$ cat src/rtl/parity_stream_unit.sv
// parity_stream_unit: streaming parity generator/checker with a valid/ready
// handshake, a per-frame longitudinal XOR (LRC) and a saturating error counter.
//
// Handshake: a word is accepted on in_valid && in_ready and transferred out on
// out_valid && out_ready; in_ready = !out_valid || out_ready, so the single
// output register sustains one word per cycle and a held word stays stable
// while out_ready is low.
//
// Optional build macro: PARITY_STICKY_ERR_EN adds the err_sticky output, a flag
// set by any accepted check-mode error and cleared only by clr_cnt or rst.
module parity_stream_unit #(
  parameter int WIDTH = 8,
  parameter int CNT_W = 8
) (
  input  logic             clk,
  input  logic             rst,
  input  logic             mode,
  input  logic             odd_sel,
  input  logic             in_valid,
  output logic             in_ready,
  input  logic [WIDTH:0]   in_data,
  input  logic             in_last,
  output logic             out_valid,
  input  logic             out_ready,
  output logic [WIDTH:0]   out_data,
  output logic             out_err,
  output logic             out_last,
  output logic [WIDTH-1:0] out_lrc,
  output logic [CNT_W-1:0] err_cnt,
  input  logic             clr_cnt
`ifdef PARITY_STICKY_ERR_EN
  ,
  output logic             err_sticky
`endif
);

  localparam logic [CNT_W-1:0] CNT_MAX = '1;
  localparam logic [CNT_W-1:0] CNT_ONE = CNT_W'(1);

  logic             r_out_valid;
  logic [WIDTH:0]   r_out_data;
  logic             r_out_err;
  logic             r_out_last;
  logic [WIDTH-1:0] r_out_lrc;
  logic [WIDTH-1:0] r_acc;
  logic [CNT_W-1:0] r_err_cnt;

  logic             w_ready;
  logic             w_accept;
  logic [WIDTH-1:0] w_payload;
  logic             w_gen_bit;
  logic             w_chk_err;
  logic             w_word_err;
  logic [WIDTH-1:0] w_frame_lrc;

  assign w_ready     = !r_out_valid || out_ready;
  assign w_accept    = in_valid && w_ready;
  assign w_payload   = in_data[WIDTH:1];
  assign w_gen_bit   = (^w_payload) ^ odd_sel;
  assign w_chk_err   = (^in_data) ^ odd_sel;
  // Only check mode can flag an error; generate mode always reports clean.
  assign w_word_err  = mode && w_chk_err;
  assign w_frame_lrc = r_acc ^ w_payload;

  // Output register: loads on every ready cycle (zeros when nothing accepted),
  // holds while the downstream stalls.
  always_ff @(posedge clk) begin
    if (rst) begin
      r_out_valid <= 1'b0;
      r_out_data  <= '0;
      r_out_err   <= 1'b0;
      r_out_last  <= 1'b0;
      r_out_lrc   <= '0;
    end else if (w_ready) begin
      r_out_valid <= w_accept;
      if (w_accept) begin
        r_out_data <= mode ? in_data : {w_payload, w_gen_bit};
        r_out_err  <= w_word_err;
        r_out_last <= in_last;
        r_out_lrc  <= in_last ? w_frame_lrc : '0;
      end else begin
        r_out_data <= '0;
        r_out_err  <= 1'b0;
        r_out_last <= 1'b0;
        r_out_lrc  <= '0;
      end
    end
  end

  // Frame LRC accumulator: folds in each accepted payload, restarts after last.
  always_ff @(posedge clk) begin
    if (rst) begin
      r_acc <= '0;
    end else if (w_accept) begin
      r_acc <= in_last ? '0 : w_frame_lrc;
    end
  end

  // Error counter: counted at accept time, saturating; clr_cnt has priority.
  always_ff @(posedge clk) begin
    if (rst || clr_cnt) begin
      r_err_cnt <= '0;
    end else if (w_accept && w_word_err && (r_err_cnt != CNT_MAX)) begin
      r_err_cnt <= r_err_cnt + CNT_ONE;
    end
  end

`ifdef PARITY_STICKY_ERR_EN
  logic r_sticky;

  // Sticky error flag: set by any accepted error, cleared by clr_cnt or rst.
  always_ff @(posedge clk) begin
    if (rst || clr_cnt) begin
      r_sticky <= 1'b0;
    end else if (w_accept && w_word_err) begin
      r_sticky <= 1'b1;
    end
  end

  assign err_sticky = r_sticky;
`endif

  assign in_ready  = w_ready;
  assign out_valid = r_out_valid;
  assign out_data  = r_out_data;
  assign out_err   = r_out_err;
  assign out_last  = r_out_last;
  assign out_lrc   = r_out_lrc;
  assign err_cnt   = r_err_cnt;

endmodule
$ cat config.mk
export PLATFORM = sky130hd
export DESIGN_NAME = parity_stream_unit
export DESIGN_NICKNAME = d
export VERILOG_FILES = /design/src/rtl/parity_stream_unit.sv
export SDC_FILE = /design/constraint.sdc
export NUM_CORES = 1
export LEC_CHECK = 0
export ABC_AREA = 1
export CAP_MARGIN = 20
export CORE_MARGIN = 4
export CORE_UTILIZATION = 40
export CTS_CLUSTER_SIZE = 30
export DETAILED_ROUTE_END_ITERATION = 8
export HOLD_SLACK_MARGIN = 0.06
export PLACE_DENSITY = 0.67
export SLEW_MARGIN = 20
export SYNTH_ARGS = -nofsm -noshare
export SYNTH_HDL_FRONTEND = slang
export SYNTH_SLANG_ARGS = --single-unit
$ cat constraint.sdc
create_clock -name clk -period 1.9 [get_ports clk]
set_input_delay 0.38 -clock clk [delete_from_list [all_inputs] [get_ports clk]]
set_output_delay 0.38 -clock clk [all_outputs]
set_load 0.1 [all_outputs]
* Word level (Yosys, flattened, before mapping)
Cells that the tools add are included.
** Storage, ports and cells
- Bits in registers :: 36
- Input port bits :: 17
- Word-level logic and storage cells :: 28
- Output and inout port bits :: 29
** Cells by class
- Reduce and logical (&&, ||, !) cells :: 9
- Equal/unequal tests :: 1
- Mux-type cells :: 7
- Bitwise logic cells :: 3
- Add/subtract/negate cells :: 1
** Operator list (count)
- 2-to-1 mux 8 bit :: 3
- 2-to-1 mux 9 bit :: 1
- parity 9 bit :: 1
- adder 8 x 1 -> 8 bit (second input constant) :: 1
- != test 8 bit (second input constant) :: 1
- parity 8 bit :: 1
- XOR 8 bit :: 1
- logical AND 1 bit :: 4
- 2-to-1 mux 1 bit :: 3
- logical OR 1 bit :: 2
- XOR 1 bit :: 2
- logical NOT 1 bit :: 1

* Depth between registers and ports, before layout
Gate-level depths: netlist (run 1).
- Depth in word-level cells :: 5
- Gate-level depth with buffers :: 14
- Depth with buffers taken out :: 13

* Worst setup path before layout (run 1)
No wires, ideal clock.
- Path kind :: register to output
- From :: register r_out_valid (netlist: out_valid)
- To :: output port in_ready
- Buffers on the path :: 1
- Path slack :: -492 ps
- Cell stages (with the launch flop) :: 5
- Data arrival time :: 2012 ps
- Required time :: 1520 ps
- Path through :: dfxtp_1 inv_1 nor2_1 clkbuf_1 inv_1
** Between the ends
- Longest elaborated chain between the ends :: 2
** RTL lines
- start: declaration :: RTL line 40 : logic r_out_valid;
- start signal: assignment :: RTL line 75 : r_out_valid <= w_accept;
- logical NOT 1 bit :: RTL line 56 : assign w_ready = !r_out_valid || out_ready;
- logical OR 1 bit :: RTL line 56
- end: declaration :: RTL line 20 : output logic in_ready,
No other way between the ends.

* Final worst setup path (run 1)
- From :: input port out_ready
- To :: output port in_ready
** Between the ends
- Longest elaborated chain between the ends :: 1
** RTL lines
- start: declaration :: RTL line 24 : input logic out_ready,
- logical OR 1 bit :: RTL line 56
No other way between the ends.

==> metrics.md, run 1 <==
| Metric | Value |
|---|---|
| CTS Sinks | `36` |
| Final core occ | `0.596` |
| Dpl hpwl | `around 3200 um` |
| Slowest stage delay, CP | `approximately 0.40 ns` |
| Register area | `approximately 730 um^2` |
| DP Worst Slack | `-0.0997 ns` |
| # hold bufs at CTS | `0` |
| DRC | `0` |
| Synth area leaders | `dfxtp_1 (40%), nand2_1 (15%), a22oi_1 (6.6%)` |
| Port Buf Inserts | `45` |
| Post-synth design cell area | `about 1800 um^2` |
| Post-synthesis sequential area ratio | `0.397` |
| RSZ-0062 raised after global routing | `false` |
| Flop pwr share | `0.398` |
| Clk_skew | `a little under 0.007 ns` |
| Fraction of the mapped netlist area in adder cells | `0.00689` |
| H-tree depth | `2` |
| Power share of the clock group | `0.367` |
| Die area | `roughly 5700 um^2` |
| Die W | `about 75 um` |
| Multi-input gate area | `between 900 and 1000 um^2` |
| Clk Latency, worst-skew pair | `just under 0.3 ns` |
| Hold Path Class | `reg2reg` |
| CP Cell Sequence | `clkdlybuf4s50_1 > nor2_1 > buf_12 > clkinvlp_4 > buf_12` |
| Final period util | `0.931` |
| Number of synthesized flops with an enable pin | `0` |
| Average footprint of a synthesized cell | `around 7.2 um^2` |
| Total track usage | `0.163` |
| Largest family of logic cells by synthesized area | `simple AND/OR/NAND/NOR gates` |
| Yosys warns | `0` |
| P_int | `roughly 0.0014 W` |
| Final setup viols | `0` |
| Post-Synth XOR/XNOR Area | `0.0820` |
| DR vias/cell | `4.90` |
| Drt wl/cell | `around 12 um` |
| F_max | `565 MHz` |
| First DRT Iteration DRCs | `54` |
| Worst setup EP type | `output port` |
| Crit Path Max Fanout | `6` |
| Max Cap Violations | `0` |
| Flops & latches, synth | `36` |
| Total wire length | `~4200 um` |
| Antenna-violating nets left | `0` |
| First-pass GRT wire length | `7160 um` |
| Slew @ Worst Pin | `0.320 ns` |
| Predominant post-synthesis flop cell | `dfxtp_1` |
| Logic pwr share | `0.235` |
| CP max-delay cell | `clkdlybuf4s50_1` |
| Total Neg Setup Slack | `0 ns` |
| Commonest cells in the netlist | `nand2_1 (72), dfxtp_1 (36), nor2_1 (26)` |
| GRT overflow | `0` |
| Status | `finished, final reports clean` |
| Post-synth top area share | `0.397` |
| Initial core utilization | `0.414` |
| Core area | `4380 um^2` |
| Cell taking the most area after synthesis | `dfxtp_1` |
| Post-synthesis simple-gate area fraction | `0.315` |
| Maximum root-to-sink buffer count | `2` |
| Fin. max-slew vios | `0` |
| Setup bufs post-CTS | `0` |
| Post-layout min period | `~1.8 ns` |
| Area growth, synth to finish | `43.7%` |
| Die height | `75.4 um` |
| Share of layout cells above drive strength 1 | `0.260` |
| Fill cells | `~400` |
| Crit Path Category | `in2out` |
| Antenna violations before repair | `0` |
| PostCTS Resize Cnt | `0` |
| Pin count of the biggest net entering global routing | `29` |
| GRT met1 Usage | `0.206` |
| Final Worst Setup Slack | `0.131 ns` |
| CP Launch Type | `primary input` |
| Grt met2 use | `0.266` |
| TritonCTS clock tree | `built` |
| Row cnt | `24` |
| CTS root buf | `clkbuf_8` |
| Max VDD drop | `just over 0.6 mV` |
| Post-synth ARST share | `0` |
| Most used cell, CP | `buf_12` |
| First drt pass iteration count | `6` |
| Gpl congestion | `roughly 0.8` |
| Net load switching power | `just over 0.0006 W` |
| Vias in the first global route | `around 1600` |
| Post-synthesis compound-gate area fraction | `0.116` |
| Nets | `328` |
| Total power divided by cell area | `between 700 and 800 nW/um^2` |
| Arrival time worst endpoint | `approximately 1.4 ns` |
| Clock slew at reported path FFs | `approximately 0.070 ns` |
| CTS Buf Count | `5` |
| Max-slew headroom at the worst pin | `0.786` |
| Final hold vios | `0` |
| Vias | `approximately 1800` |
| Worst Path Required | `between 1.5 and 2 ns` |
| N_diodes | `0` |
| Ports | `between 40 and 50` |
| Lkg Pwr | `around 1.2 nW` |
| Most common cell in the synthesized netlist | `nand2_1` |
| Multiplexer area fraction after synthesis | `0` |
| Net Sw Frac | `0.301` |
| Synth cell types | `23` |
| GRT busiest layer | `met2` |
| Synthesized Nets | `about 270` |
| Gate Count Post-Synth | `251` |
| GR Layer Usage met3 | `0.0488` |
critical path: cells and delay by family:
kind                   cells  cell delay (ns)
buffers and inverters      4             0.82
and+or+nand+nor            1             0.19
layout make-up:
type	count	area share
Tap cell	52	0.0249
Inverter	26	0.0388
Clock buffer	7	0.0369
Sequential cell	36	0.280
Timing Repair Buffer	62	0.246
Multi-Input combinational cell	179	0.361
Clock inverter	1	0.0115
through the flow:
step | hold slack (ns) | power [W] | instances | area (um^2)
after floorplan | 0.501 | 0.00114 | 251 | 1830
after global placement | 0.453 | 0.00128 | 355 | 2480
after detailed placement | 0.458 | 0.00129 | 355 | 2480
after CTS | 0.470 | 0.00202 | 363 | 2610
after global routing | 0.489 | 0.00210 | 363 | 2610
final | 0.467 | 0.00201 | 363 | 2610
metal layers:
metal	up-vias	share of wire
li1	919	-
met1	810	0.46
met2	42	0.48
met3	8	0.051
met4	0	0.014
met5	-	0
worst paths after layout:
check             startpoint          to  slack (ns)  depth (start not counted)
setup / recovery   out_ready    in_ready        0.13                          5
hold / removal       out_err     out_err        0.47                          2
hold reg to reg      out_err     out_err        0.47                          2
setup reg to reg  err_cnt[0]  err_cnt[5]        0.40                         10
power by group through the flow:
stage / logic [W] / registers, W / clock network, W
6_report: 0.000471 / 0.000799 / 0.000736
5_1_grt: 0.000508 / 0.000802 / 0.000790
4_1_cts: 0.000473 / 0.000799 / 0.000749
3_5_place_dp: 0.000470 / 0.000816 / 0
3_3_place_gp: 0.000466 / 0.000816 / 0
2_1_floorplan: 0.000190 / 0.000953 / 0
logic make-up after synthesis:
logic type | after synthesis
simple gates | 127
buf+inv | 36
flops | 36
compound gates | 34
xor+xnor | 17
fa+ha+maj | 1
layout by cell type (no fill, tap or decap), types with 2 or more instances in the layout:
master           netlist  final
nor2_2                 2      2
inv_1                 21     20
buf_12                 0     11
inv_2                  5      5
buf_4                  2     35
nor2_4                 2      2
nand2_2                7      7
nor2_1                26     26
nand2_1               72     72
a22oi_1               16     16
nand4_1                8      8
xor2_1                12     12
a21oi_1               18     18
clkdlybuf4s50_1        0     16
dfxtp_2                0      6
xnor2_1                5      5
dfxtp_1               36     29
clkbuf_8               0      7
nand3_1                6      6
registers in the layout, summed over array words and instances, names as in the netlist:
signal and count:
err_cnt 8, out_data 9, out_err 1, out_last 1, out_lrc 8, out_valid 1
r_acc 8
(Power assumes the default switching activity.)
==> run 2: changes to the inputs <==
--- a/config.mk
+++ b/config.mk
@@ -8,11 +8,11 @@
 export ABC_AREA = 1
 export CAP_MARGIN = 20
 export CORE_MARGIN = 4
-export CORE_UTILIZATION = 40
+export CORE_UTILIZATION = 52
 export CTS_CLUSTER_SIZE = 30
 export DETAILED_ROUTE_END_ITERATION = 8
 export HOLD_SLACK_MARGIN = 0.06
-export PLACE_DENSITY = 0.67
+export PLACE_DENSITY = 0.84
 export SLEW_MARGIN = 20
 export SYNTH_ARGS = -nofsm -noshare
 export SYNTH_HDL_FRONTEND = slang
==> metrics.md, run 2 (synthesis gave the netlist of run 1 again) <==
| Metric | Value |
|---|---|
| Maximum root-to-sink buffer count | `2 (unchanged)` |
| CTS Sinks | `36 (unchanged)` |
| Logic pwr share | `0.270 (+0.035)` |
| Final period util | `0.912 (-0.0197)` |
| Post-layout min period | `1.73 ns (-0.0375 ns)` |
| Flop pwr share | `0.466 (+0.068)` |
| DR vias/cell | `5.03 (+2.5%)` |
| Net load switching power | `0.000571 W (-5.5%)` |
| Cell area after layout | `2500 um^2 (-4.1%)` |
| CTS Buf Count | `5 (unchanged)` |
| Die W | `67.1 um (-11%)` |
| Vias in the first global route | `1673 (+2.5%)` |
| Initial core utilization | `0.540 (+0.126)` |
| Status | `finished, final reports clean` |
| RSZ-0062 raised after global routing | `false` |
| Max reg flops | `9 (unchanged)` |
| CP max-delay cell | `clkdlybuf4s50_1` |
| Total track usage | `0.214 (+0.0508)` |
| Hold Path Class | `reg2reg` |
| Antenna violations before repair | `0 (unchanged)` |
| Pin count of the biggest net entering global routing | `29 (unchanged)` |
| F_max | `577 MHz (+2.2%)` |
| CTS root buf | `clkbuf_4` |
| Drt wl/cell | `12.0 um (+2.6%)` |
| Clock slew at reported path FFs | `0.10 ns (+0.03 ns)` |
| Commonest cells after routing, fill and taps aside | `nand2_1 (72), buf_4 (38), dfxtp_1 (29)` |
| GRT overflow | `0 (unchanged)` |
| Area post-placement | `2440 um^2 (-1.8%)` |
| Count of buffer and inverter cells on the critical path | `4 (unchanged)` |
| Row cnt | `21 (-13%)` |
| Lkg Pwr | `1.17 nW (-3.0%)` |
| Slew @ Worst Pin | `0.325 ns (+0.00428 ns)` |
| Power share of the clock group | `0.264 (-0.103)` |
| Total wire length | `4270 um (+0.66%)` |
| Worst Path Required | `1.52 ns (about the same)` |
| Slowest stage delay, CP | `0.40 ns (about the same)` |
| Max-slew headroom at the worst pin | `0.783 (-0.00286)` |
| Crit Path Category | `in2out` |
| Final Worst Setup Slack | `0.168 ns (+0.0375 ns)` |
| Nets | `328 (unchanged)` |
| Total power divided by cell area | `684 nW/um^2 (-11%)` |
| TritonCTS clock tree | `built` |
| Net Sw Frac | `0.333 (+0.0319)` |
| Ports | `46 (unchanged)` |
| Final setup viols | `0 (unchanged)` |
| CP Launch Type | `primary input` |
| Final hold vios | `0 (unchanged)` |
| Gpl congestion | `0.867 (+11%)` |
| Max VDD drop | `0.586 mV (-4.3%)` |
| DP Worst Slack | `-0.0743 ns (+0.0254 ns)` |
| First-pass GRT wire length | `7420 um (+3.7%)` |
| Die height | `67.1 um (-11%)` |
| Fill cells | `282 (-30%)` |
| Area growth, synth to finish | `37.9%` |
| Most common cell after layout, fill and taps aside | `nand2_1` |
| DRC | `0 (unchanged)` |
| Dpl hpwl | `3380 um (+6.0%)` |
| First drt pass iteration count | `5 (-1)` |
| H-tree depth | `2 (unchanged)` |
| PostCTS Resize Cnt | `0 (unchanged)` |
| Port Buf Inserts | `45 (unchanged)` |
| N_diodes | `0 (unchanged)` |
| Die area | `4500 um^2 (-21%)` |
| P_int | `0.00114 W (-18%)` |
| # hold bufs at CTS | `0 (unchanged)` |
| Worst setup EP type | `output port` |
| Crit Path Max Fanout | `2 (-4)` |
| Core area | `3360 um^2 (-23%)` |
| First DRT Iteration DRCs | `117 (+120%)` |
| Family with the most delay on the worst path | `buffers and inverters` |
| Setup bufs post-CTS | `0 (unchanged)` |
| Arrival time worst endpoint | `1.35 ns (-0.04 ns)` |
| Clk Latency, worst-skew pair | `0.34 ns (+0.05 ns)` |
| Share of layout cells above drive strength 1 | `0.258 (-0.00239)` |
| Hold Slack | `0.474 ns (+0.00687 ns)` |
| Max Cap Violations | `0 (unchanged)` |
| Total power | `0.00171 W (-15%)` |
| Fin. max-slew vios | `0 (unchanged)` |
| Vias | `1789 (+0.56%)` |
| Antenna-violating nets left | `0 (unchanged)` |
| Clk_skew | `0.00586 ns (-0.000918 ns)` |
| CP Cell Sequence | `clkdlybuf4s50_1 > nor2_1 > buf_4 > clkinvlp_4 > buf_12` |
## run 2: cell count changes in the layout (fill, tap and decap cells not counted)
cell	delta
buf_4	+3
buf_12	-3
clkbuf_8	-5
bufinv_16	-1
clkbuf_4	+5
## run 2: through the flow
step / instances / util / setup TNS (ns)
final: 356 / 0.745 / 0
after global routing: 356 / 0.745 / 0
after CTS: 356 / 0.745 / 0
after detailed placement: 349 / 0.725 / -0.453
after global placement: 349 / 0.725 / -0.113
after floorplan: 251 / - / 0
## run 2: tightest hold or removal path, stage by stage, from the launching register on
cell,delay [ns]
dfxtp_1,0.32
nand2_1,0.06
a21oi_1,0.05
## run 2: power by group through the flow
stage	Combinational [W]	Clock, W	Sequential [W]
after detailed placement	0.000463	0	0.000816
final	0.000463	0.000452	0.000798
after global placement	0.000457	0	0.000815
after CTS	0.000465	0.000463	0.000798
after floorplan	0.000190	0	0.000953
after global routing	0.000499	0.000498	0.000802
## run 2: path summary, 6_finish.rpt
check	from	to	slack, ns	cells after the start
max	out_ready	in_ready	0.17	5
min	out_data[7]	out_data[7]	0.47	2
max reg2reg	err_cnt[0]	err_cnt[5]	0.41	10
min reg2reg	out_data[7]	out_data[7]	0.47	2
## run 2: area by class of cell
type	instances	area (um^2)	area share
Sequential cell	36	732	0.292
Clock buffer	7	65.1	0.0260
Tap cell	46	57.6	0.0230
Timing Repair Buffer	62	606	0.242
Inverter	26	101	0.0405
Multi-Input combinational cell	179	943	0.377
## run 2: routing by layer
layer,global-route usage,vias to the layer above,share of wire
li1,-,915,-
met1,0.259,819,0.41
met2,0.355,44,0.52
met3,0.0506,11,0.046
met4,0.0987,0,0.029
met5,0,-,0
==> run 3: changes to the inputs <==
--- a/config.mk
+++ b/config.mk
@@ -11,6 +11,7 @@
 export CORE_UTILIZATION = 52
 export CTS_CLUSTER_SIZE = 30
 export DETAILED_ROUTE_END_ITERATION = 8
+export GPL_TIMING_DRIVEN = 0
 export HOLD_SLACK_MARGIN = 0.06
 export PLACE_DENSITY = 0.84
 export SLEW_MARGIN = 20
==> metrics.md, run 3 (synthesis gave the netlist of run 1 again) <==
| Metric | Value |
|---|---|
| Fin. max-slew vios | `0 (unchanged)` |
| Max Cap Violations | `0 (unchanged)` |
| Most common cell after layout, fill and taps aside | `nand2_1` |
| Final setup viols | `0 (unchanged)` |
| Crit Path Max Fanout | `10 (+8)` |
| First-pass GRT wire length | `7020 um (-5.3%)` |
| Final period util | `0.962 (+0.0503)` |
| Arrival time worst endpoint | `1.45 ns (+0.10 ns)` |
| P_int | `0.00111 W (-2.9%)` |
| Fill cells | `304 (+7.8%)` |
| Total wire length | `4000 um (-6.3%)` |
| Slew @ Worst Pin | `0.555 ns (+0.230 ns)` |
| DR vias/cell | `5.01 (-0.33%)` |
| Total track usage | `0.201 (-0.0130)` |
| Logic pwr share | `0.255 (-0.015)` |
| Nets | `317 (-3.4%)` |
| Family with the most delay on the worst path | `buffers and inverters` |
| CP max-delay cell | `clkdlybuf4s50_1` |
| Drt wl/cell | `11.6 um (-3.3%)` |
| CTS root buf | `clkbuf_4` |
| Hold Slack | `0.312 ns (-0.162 ns)` |
| Pin count of the biggest net entering global routing | `11 (-62%)` |
| Power share of the clock group | `0.270 (+0.006)` |
| Core area | `3360 um^2 (unchanged)` |
| CP Launch Type | `primary input` |
| Die W | `67.1 um (unchanged)` |
| Status | `finished, final reports clean` |
| Count of buffer and inverter cells on the critical path | `4 (unchanged)` |
| Maximum root-to-sink buffer count | `2 (unchanged)` |
| Die area | `4500 um^2 (unchanged)` |
| Setup bufs post-CTS | `0 (unchanged)` |
| Vias | `1728 (-3.4%)` |
| Clk Latency, worst-skew pair | `0.33 ns (about the same)` |
| Lkg Pwr | `1.05 nW (-10%)` |
| First drt pass iteration count | `5 (unchanged)` |
| F_max | `547 MHz (-5.2%)` |
| Flop pwr share | `0.475 (+0.009)` |
| TritonCTS clock tree | `built` |
| Initial core utilization | `0.540 (unchanged)` |
| Area growth, synth to finish | `28.0%` |
| Total Neg Setup Slack | `0 ns (unchanged)` |
| Port Buf Inserts | `41 (-8.9%)` |
| N_diodes | `0 (unchanged)` |
| Clk_skew | `0.00894 ns (+0.00308 ns)` |
| DRC | `0 (unchanged)` |
| Vias in the first global route | `1652 (-1.3%)` |
| Final hold vios | `0 (unchanged)` |
| CP Cell Sequence | `clkdlybuf4s50_1 > nor2_4 > clkbuf_8 > clkinvlp_4 > buf_6` |
| Gpl congestion | `0.820 (-5.3%)` |
| Row cnt | `21 (unchanged)` |
| Ports | `46 (unchanged)` |
| Commonest cells after routing, fill and taps aside | `nand2_1 (72), dfxtp_1 (29), nor2_1 (25)` |
| Antenna-violating nets left | `0 (unchanged)` |
| H-tree depth | `2 (unchanged)` |
| RSZ-0062 raised after global routing | `false` |
| Post-layout min period | `1.83 ns (+0.0956 ns)` |
| Max-slew headroom at the worst pin | `0.632 (-0.151)` |
| Net Sw Frac | `0.339 (+0.00586)` |
| Hold Path Class | `in2reg` |
| Antenna violations before repair | `0 (unchanged)` |
| Worst setup EP type | `output port` |
| # hold bufs at CTS | `0 (unchanged)` |
| Clock slew at reported path FFs | `0.10 ns (about the same)` |
| Total power divided by cell area | `722 nW/um^2 (+5.6%)` |
| Max reg flops | `9 (unchanged)` |
| Net load switching power | `0.000569 W (-0.26%)` |
| Slowest stage delay, CP | `0.44 ns (+0.04 ns)` |
| Max VDD drop | `0.651 mV (+11%)` |
| Share of layout cells above drive strength 1 | `0.234 (-0.0240)` |
| Die height | `67.1 um (unchanged)` |
| First DRT Iteration DRCs | `109 (-6.8%)` |
| Dpl hpwl | `3030 um (-10%)` |
| Worst Path Required | `1.52 ns (about the same)` |
| CTS Buf Count | `5 (unchanged)` |
| Crit Path Category | `in2out` |
| GRT overflow | `0 (unchanged)` |
| CTS Sinks | `36 (unchanged)` |
-- run 3: cell count changes in the layout (fill, tap and decap cells not counted) --
cell and change:
buf_4 -36, clkdlybuf4s15_2 +13, buf_6 +2, clkbuf_1 +4, clkbuf_8 +1, buf_2 +2
nor2_1 -1, nor2_4 +1, buf_12 -8, clkbuf_2 +15, clkdlybuf4s50_1 -4
-- run 3: path summary, 6_finish.rpt --
| kind | cells past startpoint | slack, ns | endpoint | startpoint |
|---|---|---|---|---|
| max | 5 | 0.07 | in_ready | out_ready |
| min | 3 | 0.31 | out_data[2] | in_data[2] |
| max reg2reg | 8 | 0.35 | r_acc[4] | out_valid |
| min reg2reg | 2 | 0.48 | out_err | out_err |
-- run 3: worst register-to-register path: stages (launching register included) --
cell and delay [ns]:
dfxtp_4 0.35, inv_1 0.08, nor2_4 0.06, nor2_4 0.21
inv_2 0.08, buf_2 0.20, nor2_2 0.29, a22oi_1 0.13
nor2_1 0.10
-- run 3: area by class of cell --
class                   instances  area (um^2)  area share
inverters                      26          101      0.0436
clock buffers                   7         65.1      0.0280
multi-input cells             179          951       0.409
plain buffers                  10         65.1      0.0280
well taps                      46         57.6      0.0248
flip-flops and latches         36          732       0.315
repair buffers                 41          353       0.152
-- run 3: through the flow --
step / cell area (um^2) / setup WS [ns] / utilization / cells / power, W
global placement: 2300 / -0.917 / 0.684 / 338 / 0.00125
finish: 2320 / 0.0726 / 0.691 / 345 / 0.00168
global route: 2320 / 0.0193 / 0.691 / 345 / 0.00177
floorplan: 1830 / 0.00486 / - / 251 / 0.00114
detailed placement: 2300 / -0.927 / 0.684 / 338 / 0.00125
CTS: 2400 / 0.000369 / 0.712 / 345 / 0.00169
-- run 3: per-layer routing --
layer / part of all wire / track usage
met1: 0.42 / 0.245
met2: 0.51 / 0.344
met3: 0.050 / 0.0523
met4: 0.012 / 0.0608
met5: 0 / 0
-- run 3: power by group through the flow --
| stage | Clock (W) | Combinational (W) | Sequential, W |
|---|---|---|---|
| finish | 0.000454 | 0.000428 | 0.000797 |
| floorplan | 0 | 0.000190 | 0.000953 |
| detailed placement | 0 | 0.000437 | 0.000815 |
| CTS | 0.000457 | 0.000435 | 0.000797 |
| global placement | 0 | 0.000434 | 0.000814 |
| global route | 0.000501 | 0.000464 | 0.000801 |
-- run 3: what timing repair did --
action	4_1_cts	5_1_grt
resized for setup	79	16
pin swaps	0	1
endpoints found under the setup margin	29	16
